<file path="config.mk">
export PLATFORM = sky130hd
export DESIGN_NAME = airlock_interlock_ctrl
export DESIGN_NICKNAME = d
export VERILOG_FILES = /design/src/rtl/airlock_pkg.sv /design/src/rtl/airlock_interlock_ctrl_phase_timer_cmp.sv /design/src/rtl/airlock_interlock_ctrl.sv
export SDC_FILE = /design/constraint.sdc
export NUM_CORES = 1
export LEC_CHECK = 0
export ABC_AREA = 1
export BUFFER_PORTS_ARGS = -buffer_cell sky130_fd_sc_hd__buf_4
export CAP_MARGIN = 20
export CELL_PAD_IN_SITES_DETAIL_PLACEMENT = 1
export CELL_PAD_IN_SITES_GLOBAL_PLACEMENT = 1
export CORE_UTILIZATION = 32
export CTS_CLUSTER_DIAMETER = 50
export CTS_CLUSTER_SIZE = 12
export DETAILED_ROUTE_END_ITERATION = 7
export GPL_TIMING_DRIVEN = 0
export PLACE_DENSITY_LB_ADDON = 0.1
export SYNTH_ARGS = -nofsm -noshare
export SYNTH_HDL_FRONTEND = slang
export SYNTH_HIERARCHICAL = 1
export SYNTH_SLANG_ARGS = --single-unit
export TNS_END_PERCENT = 5
</file>
<file path="constraint.sdc">
create_clock -name clock -period 1.8 [get_ports clock]
set_clock_uncertainty 0.1 [all_clocks]
set_input_delay 0.09 -clock clock [delete_from_list [all_inputs] [get_ports clock]]
set_output_delay 0.09 -clock clock [all_outputs]
set_load 0.1 [all_outputs]
</file>
<file path="src/rtl/airlock_pkg.sv">
// Shared airlock definitions: one-hot state encoding, timing defaults and the door/pump drive word.
// Pure declarations; no latency or backpressure of its own.
package airlock_pkg;

    localparam int SECONDS_W      = 4;
    localparam int DEF_EVAC_SECS  = 8;
    localparam int DEF_PRESS_SECS = 5;

    localparam int IDX_PRESS_IDLE = 0;
    localparam int IDX_INNER_OPEN = 1;
    localparam int IDX_EVAC       = 2;
    localparam int IDX_VAC_IDLE   = 3;
    localparam int IDX_OUTER_OPEN = 4;
    localparam int IDX_PRESS      = 5;
    localparam int NUM_STATES     = 6;

    typedef enum logic [NUM_STATES-1:0] {
        PRESS_IDLE = NUM_STATES'(1 << IDX_PRESS_IDLE),
        INNER_OPEN = NUM_STATES'(1 << IDX_INNER_OPEN),
        EVAC       = NUM_STATES'(1 << IDX_EVAC),
        VAC_IDLE   = NUM_STATES'(1 << IDX_VAC_IDLE),
        OUTER_OPEN = NUM_STATES'(1 << IDX_OUTER_OPEN),
        PRESS      = NUM_STATES'(1 << IDX_PRESS)
    } state_t;

    typedef struct packed {
        logic inner_open;
        logic outer_open;
        logic pump_out;
        logic pump_in;
        logic pressurized;
    } drive_t;

    // Doors shut, pumps off, chamber reported at atmosphere.
    localparam drive_t DRIVE_SAFE = '{
        inner_open:  1'b0,
        outer_open:  1'b0,
        pump_out:    1'b0,
        pump_in:     1'b0,
        pressurized: 1'b1
    };

    function automatic drive_t drive_of(input state_t s);
        drive_t d;
        d = DRIVE_SAFE;
        case (s)
            INNER_OPEN: d.inner_open = 1'b1;
            EVAC: begin
                d.pump_out    = 1'b1;
                d.pressurized = 1'b0;
            end
            VAC_IDLE:   d.pressurized = 1'b0;
            OUTER_OPEN: begin
                d.outer_open  = 1'b1;
                d.pressurized = 1'b0;
            end
            PRESS: begin
                d.pump_in     = 1'b1;
                d.pressurized = 1'b0;
            end
            default: ;
        endcase
        return d;
    endfunction

endpackage

</file>
<file path="src/rtl/airlock_interlock_ctrl_phase_timer_cmp.sv">
// Pump-phase completion detect: masks the first phase cycle (timer still resetting), then seconds >= threshold.
// first is registered on the start edge; done is combinational from seconds; no backpressure.
module phase_timer_cmp
    import airlock_pkg::*;
(
    input  logic                 clock,
    input  logic                 reset,
    input  logic                 start,
    input  logic                 active,
    input  logic [SECONDS_W-1:0] seconds,
    input  logic [SECONDS_W-1:0] threshold,
    output logic                 first,
    output logic                 done
);

    always_ff @(posedge clock) begin
        if (reset) begin
            first <= 1'b0;
        end else begin
            first <= start;
        end
    end

    // seconds is stale while first is high, so a saturated count cannot end the phase early.
    assign done = active && !first && (seconds >= threshold);

endmodule

</file>
<file path="src/rtl/airlock_interlock_ctrl.sv">
// Airlock sequencer: one-hot FSM with registered Moore door/pump drives, 1-clock request-to-output latency.
// No backpressure; requests are levels. Optional abort input under AIRLOCK_ABORT_EN.
module airlock_interlock_ctrl
    import airlock_pkg::*;
#(
    parameter int EVAC_SECS  = DEF_EVAC_SECS,
    parameter int PRESS_SECS = DEF_PRESS_SECS
) (
    input  logic                 clock,
    input  logic                 reset,
    input  logic [SECONDS_W-1:0] seconds,
    input  logic                 req_inner,
    input  logic                 req_outer,
    input  logic                 req_evac,
    input  logic                 req_press,
    input  logic                 req_close,
`ifdef AIRLOCK_ABORT_EN
    input  logic                 abort,
`endif
    output logic                 timer_reset,
    output logic                 inner_open,
    output logic                 outer_open,
    output logic                 pump_out,
    output logic                 pump_in,
    output logic                 pressurized
);

    state_t               state_q;
    state_t               state_d;
    drive_t               drive_q;
    logic                 start;
    logic                 active;
    logic                 done;
    logic                 first;
    logic [SECONDS_W-1:0] threshold;

    assign active    = state_q[IDX_EVAC] || state_q[IDX_PRESS];
    assign threshold = state_q[IDX_PRESS] ? SECONDS_W'(PRESS_SECS) : SECONDS_W'(EVAC_SECS);

    phase_timer_cmp u_phase_cmp (
        .clock     (clock),
        .reset     (reset),
        .start     (start),
        .active    (active),
        .seconds   (seconds),
        .threshold (threshold),
        .first     (first),
        .done      (done)
    );

    always_ff @(posedge clock) begin
        if (reset) begin
            state_q <= PRESS_IDLE;
            drive_q <= DRIVE_SAFE;
        end else begin
            state_q <= state_d;
            drive_q <= drive_of(state_d);
        end
    end

    always_comb begin
        state_d = state_q;
        start   = 1'b0;
        case (state_q)
            PRESS_IDLE: begin
                if (req_inner) begin
                    state_d = INNER_OPEN;
                end else if (req_evac) begin
                    state_d = EVAC;
                    start   = 1'b1;
                end
            end
            INNER_OPEN: begin
                if (req_close) state_d = PRESS_IDLE;
            end
            EVAC: begin
                if (done) state_d = VAC_IDLE;
`ifdef AIRLOCK_ABORT_EN
                // Abort wins over a same-cycle completion: back toward atmosphere.
                if (abort) begin
                    state_d = PRESS;
                    start   = 1'b1;
                end
`endif
            end
            VAC_IDLE: begin
                if (req_outer) begin
                    state_d = OUTER_OPEN;
                end else if (req_press) begin
                    state_d = PRESS;
                    start   = 1'b1;
                end
            end
            OUTER_OPEN: begin
                if (req_close) state_d = VAC_IDLE;
            end
            PRESS: begin
                if (done) state_d = PRESS_IDLE;
            end
            default: state_d = PRESS_IDLE;
        endcase
    end

    assign timer_reset = first;
    assign inner_open  = drive_q.inner_open;
    assign outer_open  = drive_q.outer_open;
    assign pump_out    = drive_q.pump_out;
    assign pump_in     = drive_q.pump_in;
    assign pressurized = drive_q.pressurized;

    // Safety interlocks on the registered drives.
    a_doors_exclusive: assert property (@(posedge clock) !(inner_open && outer_open));
    a_outer_in_vacuum: assert property (@(posedge clock) !(outer_open && pressurized));
    a_inner_at_atm:    assert property (@(posedge clock) !(inner_open && !pressurized));
    a_pumps_exclusive: assert property (@(posedge clock) !(pump_in && pump_out));

endmodule

</file>
# Yosys cells after proc, flatten, opt, wreduce, memory -nomap -nowiden
# Cells that the tools add are included.
# op_classes
magnitude_cmp,1
n_reduce_logical,5
eq_ne,11
n_mux,20
# op_table
cell,count
2-to-1 mux 6 bit,8
one-hot mux 6 bit (6 select lines),1
"equality test 6 x 2 -> 1 bit, second input constant",2
"equality test 6 x 3 -> 1 bit, second input constant",2
"equality test 6 x 4 -> 1 bit, second input constant",2
"equality test 6 x 5 -> 1 bit, second input constant",2
"equality test 6 bit, second input constant",2
2-to-1 mux 1 bit,9
"equality test 6 x 1 -> 1 bit, second input constant",1
greater-or-equal comparator 4 bit,1
2-to-1 mux 4 bit,1
OR reduction 4 bit,1
logical AND 1 bit,2
one-hot mux 1 bit (2 select lines),1
zero test 1 bit,1
logical OR 1 bit,1
# totals
regBits,12
inputBits,11
output_inout_bits,6

# Longest topological paths before layout
# Gate-level depths: netlist of the first run.
# depth
ltp_word,8
ltp_mapped,15

# Hierarchy
# The synthesis of the first run kept the hierarchy.
# by_module_without_submodules
module,n_inst,area_each_um2,seq_area_each_um2,cells_per_inst
airlock_interlock_ctrl,1,571.8,220.2,82
phase_timer_cmp,1,152.6,20.0,25

# Least setup slack after synthesis of the first run
# No wires, ideal clock.
# synth_timing
kind,register to register
from,register u_phase_cmp.first
to,"register drive_q, in the netlist pressurized"
setup_ps,128
arrival_time_ps,1540
slack_ps,32
stages_incl_launch_ff,10
cell_sequence,dfxtp_1 -> nor2_2 -> nand2_1 -> inv_1 -> inv_1 -> nand2_1 -> nand3_1 -> nand2_1 -> nor2_1 -> nand4_1
# synth_via
elab_chain_len,8
elab_cells_between_ends,12
classes_between,eq/ne (4); mux (4); reduce/logical (4)
# synth_rtl
element,line,text
start: declaration,airlock_interlock_ctrl_phase_timer_cmp.sv:12,"output logic first,"
start signal: assignment,airlock_interlock_ctrl_phase_timer_cmp.sv:20,first <= start;
zero test 1 bit (*),airlock_interlock_ctrl_phase_timer_cmp.sv:25,assign done = active && !first && (seconds >= threshold);
logical AND 1 bit (*) (2 in series),airlock_interlock_ctrl_phase_timer_cmp.sv:25,
via done,airlock_interlock_ctrl.sv:33,logic done;
"2-to-1 mux 6 bit, on equally long branches","airlock_interlock_ctrl.sv:98, airlock_interlock_ctrl.sv:77",
one-hot mux 6 bit (6 select lines) (*),airlock_interlock_ctrl.sv:64,case (state_q)
equality test 6 bit (tied with other cells),airlock_pkg.sv:46,case (s)
OR reduction 4 bit (no line) (*),-,
2-to-1 mux 1 bit (*),airlock_pkg.sv:46,
end signal: assignment,airlock_interlock_ctrl.sv:57,drive_q <= drive_of(state_d);
end: declaration,airlock_interlock_ctrl.sv:30,drive_t drive_q;
# The timed path passes the listed nets; every way through them passes the cells marked *.
# A chain may end at the register's enable or synchronous reset.

# Worst setup path after layout of the first run
# layout_timing
from,register state_q[5]
to,"register drive_q, in the netlist pressurized"
# layout_via
elab_chain_len,8
elab_cells_between_ends,26
classes_between,order compare (1); eq/ne (10); mux (11); reduce/logical (4)
# layout_rtl
element,line,text
start: declaration,airlock_interlock_ctrl.sv:28,state_t state_q;
start signal: assignment,airlock_interlock_ctrl.sv:56,state_q <= state_d;
2-to-1 mux 4 bit (*),airlock_interlock_ctrl.sv:38,assign threshold = state_q[IDX_PRESS] ? SECONDS_W'(PRESS_SECS) : SECONDS_W'(EVAC_SECS);
via threshold[3],airlock_interlock_ctrl.sv:35,logic [SECONDS_W-1:0] threshold;
greater-or-equal comparator 4 bit (*),airlock_interlock_ctrl_phase_timer_cmp.sv:25,
logical AND 1 bit (*),airlock_interlock_ctrl_phase_timer_cmp.sv:25,
via done,airlock_interlock_ctrl.sv:33,
"2-to-1 mux 6 bit, on equally long branches","airlock_interlock_ctrl.sv:98, airlock_interlock_ctrl.sv:77",
one-hot mux 6 bit (6 select lines) (*),airlock_interlock_ctrl.sv:64,
equality test 6 bit (tied with other cells),airlock_pkg.sv:46,
OR reduction 4 bit (no line) (*),-,
2-to-1 mux 1 bit (*),airlock_pkg.sv:46,
# Marked as above.

==> results of run 1 <==
final cells by class:
type                       instances  area [sq um]  area share
sequential                        12         244.0      0.2465
tap                               27         33.78     0.03413
buffer                             1         3.754    0.003793
timing repair buffer              19         145.1      0.1466
clock buffer                       4         36.28     0.03666
inverter                          22         85.08     0.08597
multi-input combinational         72         441.7      0.4463
registers in the layout, indices dropped and copies added, names as in the netlist:
signal / flops
pressurized: 1
u_phase_cmp/first: 1
state_q: 6
pump_in: 1
outer_open: 1
pump_out: 1
inner_open: 1
timing repair:
| action | in CTS | in global routing |
|---|---|---|
| gates resized for setup | 5 | 10 |
| hold buffers | 1 | 0 |
| buffers inserted | 0 | 2 |
| pin swaps | 0 | 4 |
| cloned | 0 | 0 |
| hold endpoints to repair | 1 | 0 |
| setup endpoints to repair | 2 | 2 |
per-stage QoR:
| step | area, sq um | power (mW) | cells | hold WS, ps |
|---|---|---|---|---|
| after floorplan | 724.4 | 0.4676 | 107 | 61.20 |
| after global placement | 878.3 | 0.5239 | 150 | 155.2 |
| after detailed placement | 878.3 | 0.5279 | 150 | 159.6 |
| after CTS | 943.4 | 0.7418 | 155 | 46.24 |
| after global routing | 989.7 | 0.7915 | 157 | 61.45 |
| final | 989.7 | 0.7428 | 157 | 55.83 |
layer usage:
layer	routed length [um]	share of wire	vias up	GRT usage
li1	-	-	385	-
met1	922	0.51	330	0.2056
met2	829	0.46	8	0.2568
met3	48	0.027	2	0.01235
met4	8	0.0044	0	0.05714
met5	0	0	-	0
cells by family after synthesis:
logic type,after synthesis
and+or+nand+nor,55
buffers and inverters,23
AOI/OAI and AO/OA,12
DFF,12
adders and majority gates,4
other,1
how the worst min path moves through the flow:
stage | start | to | cells past startpoint
floorplan | reset | u_phase_cmp/first | 1
CTS | req_press | state_q[5] | 3
finish | req_press | state_q[5] | 3
global placement | reset | u_phase_cmp/first | 2
detailed placement | reset | u_phase_cmp/first | 2
global route | req_press | state_q[5] | 3
power groups by stage:
| stage | Clock, mW | Combinational, mW | Sequential, mW |
|---|---|---|---|
| final | 0.209 | 0.242 | 0.291 |
| after global routing | 0.233 | 0.265 | 0.294 |
| after CTS | 0.216 | 0.234 | 0.292 |
| after detailed placement | 0 | 0.228 | 0.299 |
| after global placement | 0 | 0.225 | 0.299 |
| after floorplan | 0 | 0.101 | 0.366 |
critical path: stages (launching register included):
cell and delay, ps:
dfxtp_4 370, inv_4 60, inv_2 40, ha_4 220, a21oi_2 140, nand3_2 90
nand2_2 80, inv_2 40, inv_2 60, nand2_1 50, nand3_1 70, nand2_1 70
nor2_2 120, nand4_1 80
synth_stat cells:
library cell	instances	area share
nand3_1	11	0.076
a21oi_1	7	0.048
nand2_1	11	0.057
dfxtp_1	12	0.33
o21ai_0	1	0.0069
nand4_2	1	0.017
o21ai_1	2	0.014
conb_1	1	0.0052
ha_1	4	0.069
buf_1	1	0.0052
nor2_2	5	0.043
nand4_1	4	0.035
o211ai_1	2	0.021
inv_1	18	0.093
inv_2	4	0.021
nor2_1	18	0.093
nor2_4	2	0.031
nand2_4	1	0.016
nand2_2	2	0.017
==> flow_summary.toml, run 1 <==
[status]
status = "finished clean"

[logic_synthesis]
synthSimpleGateAreaFrac = 0.3851
syn_inst = 107
synthMuxAreaShare = 0
synth-adder-area-share = 0.06908
synth_seq_cells = 12
avgSynthCellArea_sq_um = 6.771
netlist-cell-type-count = 19
synth_area_sq_um = 724.4
synth_xor_xnor_area_share = 0
yosys_warnings = 6
synth-seq-area-share = 0.3316
synth_compound_area_frac = 0.08981
synth_top_family_by_area = "simple AND/OR/NAND/NOR gates"
syn-num-nets = 122

[sta]
setup_viol = 0
fmax_mhz = 589.5
setup_ws_ps = 103.8
fin_crit_sh = 0.9423
slew_viol_final = 0
setup-tns-final_ps = 0
rsz0062_at_grt = "yes"
finalHoldViolations = 0
finalCriticalPeriod_ps = 1696

[power_and_ir_drop]
p_int_mw = 0.4787
pwr-share-clk = 0.282
ir_drop_mv = 0.4760
p_leak_nw = 0.4906
seqPwrFrac = 0.392
sw_frac_of_total = 0.3556
power_density_mw_per_mm2 = 750.5
combPwrFrac = 0.326
power.switching_mw = 0.2641

[flow_run]
cap_violations = 0

[grt]
grt_use_total = 0.1543
first_global_vias = 720
antenna_found_initial = 0
overflow = 0
grt_max_degree = 10
grt_pass1_wl_um = 3015

[floorplanning]
rows = 16
coreArea_sq_mm = 0.002042
initial_core_util = 0.3548
die_area_sq_mm = 0.002458
die_height_um = 49.58
ios = 17
die_w_um = 49.58

[finish]
n_antenna_cell = 0
final_core_util = 0.4847
mostFrequentLayoutCell = "buf_4"
final_cell_mix = "18 x buf_4, 17 x nor2_1, 14 x inv_1"
layout-drive-gt1-share = 0.3846
area_growth_pct = 36.61
nFillCells = 271
layout.nets = 146

[setup_path]
crit_required_ps = 1850
critPathCapture = "pressurized"
timing.rr.start = "state_q[5]"
cp_data_arrival_time_ps = 1750
startpoint = "state_q[5]"
worstSetupPathType = "reg2reg"
path_max_fanout = 5
startpoint_type = "flip-flop"
endpoint_kind = "flip-flop"
r2r-end = "pressurized"
r2r_slack_ps = 100
reg2reg_depth = 13

[drt]
drc = 0
wl_per_cell_um = 11.52
vias = 725
dr.first_iter.drc_count = 5
wl_um = 1809
postRouteAntennaNets = 0
via_per_inst = 4.618
first_pass_iters = 3

[cts]
clock_latency_ps = 270
cts.sinks = 12
clk_path_buf_depth = 2
htreeDepth = 1
numCtsBuffers = 3
cts_tree = "done"
cts.clk_slew.worst_paths_ps = 70
cts.root.buffer_cell = "clkbuf_4"

[worst_hold_path]
hold_path.class = "in2reg"

[place]
hpwl_um = 1417
place.gp.congestion = 0.7655
dp_worst_setup_slack_ps = -102.3
io_buffers = 16
No activity file was read; power rests on OpenSTA's default activity.
==> run 2: changes to the inputs <==
--- a/config.mk
+++ b/config.mk
@@ -16,6 +16,7 @@
 export DETAILED_ROUTE_END_ITERATION = 7
 export GPL_TIMING_DRIVEN = 0
 export PLACE_DENSITY_LB_ADDON = 0.1
+export REMOVE_ABC_BUFFERS = 1
 export SYNTH_ARGS = -nofsm -noshare
 export SYNTH_HDL_FRONTEND = slang
 export SYNTH_HIERARCHICAL = 1
==> flow_summary.toml, run 2 (synthesis results as in run 1) <==
[sta]
setup_ws_ps = 96.07
fmax_mhz = 586.9
slew_viol_final = 0
setup-tns-final_ps = 0
fin_crit_sh = 0.9466
finalCriticalPeriod_ps = 1704
setup_viol = 0
rsz0062_at_grt = "yes"
finalHoldViolations = 0

[finish]
final_cell_mix = "20 x buf_4, 17 x nor2_1, 14 x inv_1"
n_antenna_cell = 0
seq_area_sq_um = 244.0
design_area_sq_mm = 0.001042
mostFrequentLayoutCell = "buf_4"
top_register = "state_q"
layout.nets = 148
area_growth_pct = 43.87
multi_input_area_sq_um = 469.2
layout-drive-gt1-share = 0.4318
nFillCells = 265
layout.cells.non_filler = 159
largest_reg_flops = 6

[power_and_ir_drop]
combPwrFrac = 0.331
power.switching_mw = 0.2682
sw_frac_of_total = 0.3576
p_int_mw = 0.4819
report.power.total_mw = 0.7502
seqPwrFrac = 0.389
pwr-share-clk = 0.280
ir_drop_mv = 0.5537
power_density_mw_per_mm2 = 719.8
p_leak_nw = 0.5053

[place]
io_buffers = 16
place_area_sq_um = 874.6
place.gp.congestion = 0.7568
numPlacedInstances = 149
hpwl_um = 1368
dp_worst_setup_slack_ps = -118.4

[setup_path]
slowest_delay_ps = 370
path_buf_inv = 4
path_max_fanout = 4
path_cells = "inv_4 -> inv_4 -> ha_4 -> a21oi_2 -> nand3_2 -> nand2_2 -> inv_2 -> inv_2 -> nand2_2 -> nand3_2 -> nand2_2 -> nor2_4 -> nand4_1"
crit_slowest_cell = "dfxtp_4"
worstSetupPathType = "reg2reg"
crit_top_cell = "nand2_2"
crit_required_ps = 1850
path_depth = 13
endpoint_kind = "flip-flop"
cp_data_arrival_time_ps = 1750
startpoint_type = "flip-flop"
reg2reg_depth = 13
crit_family = "simple AND/OR/NAND/NOR gates"

[flow_run]
cap_violations = 0

[cts]
cts.sinks = 12
numCtsBuffers = 3
cts.root.buffer_cell = "clkbuf_4"
cts_tree = "done"
cts.clk_slew.worst_paths_ps = 80
clock_latency_ps = 270
clk_path_buf_depth = 2
htreeDepth = 1

[drt]
postRouteAntennaNets = 0
via_per_inst = 4.711
first_pass_iters = 4
dr.first_iter.drc_count = 5
wl_per_cell_um = 11.91
drc = 0
vias = 749
wl_um = 1894

[status]
status = "finished clean"

[grt]
first_global_vias = 771
grt_pass1_wl_um = 3118
grt_max_degree = 11
grt_use_total = 0.1584
antenna_found_initial = 0
overflow = 0

[floorplanning]
die_w_um = 49.58
rows = 16
die_area_sq_mm = 0.002458
initial_core_util = 0.3548
ios = 17
die_height_um = 49.58
coreArea_sq_mm = 0.002042

[worst_hold_path]
hold_path.class = "in2reg"
min_path_cells = 3
[run 2: cell count changes in the layout (fill, tap and decap cells not counted), sizes merged]
cell | previous run | this run
buf | 19 | 21
[run 2: layer usage]
metal,part of all wire,GRT usage,vias to the layer above
met5,0,0,-
met4,0.0090,0.06190,0
met3,0.022,0.01235,4
met2,0.52,0.2748,14
met1,0.44,0.2008,343
li1,-,-,388
[run 2: path summary, 6_finish.rpt]
check / start / slack [ps] / to
max: state_q[5] / 100 / pressurized
min: req_press / 40 / state_q[5]
max reg2reg: state_q[5] / 100 / pressurized
min reg2reg: state_q[2] / 570 / state_q[5]
[run 2: power groups by stage]
stage          clock network [mW]  logic, mW  registers (mW)
4_1_cts                     0.216      0.233           0.292
3_5_place_dp                    0      0.227           0.300
5_1_grt                     0.231      0.271           0.295
2_1_floorplan                   0     0.0990           0.366
3_3_place_gp                    0      0.224           0.299
6_report                    0.210      0.248           0.292
[run 2: layout make-up]
cell class	instances	area share
multi-input cells	72	0.4502
flip-flops and latches	12	0.2341
inverters	22	0.08403
repair buffers	22	0.1645
clock buffers	4	0.03481
well taps	27	0.03241
[run 2: tightest hold or removal path, cell delays in order]
cell,delay [ps]
buf_4,120
nand4_2,100
a21oi_1,60
[run 2: timing repair]
action | CTS | global route
setup endpoints to repair | 2 | 2
buffers inserted | 0 | 5
hold buffers | 1 | 0
resized for setup | 5 | 18
pin swaps | 0 | 8
hold endpoints to repair | 9 | 0
[run 2: through the flow]
step / hold WS, ps / utilization
global placement: 235.0 / 0.4283
floorplan: 59.07 / -
CTS: 35.41 / 0.4602
global route: 45.31 / 0.5104
detailed placement: 237.7 / 0.4283
finish: 40.06 / 0.5104
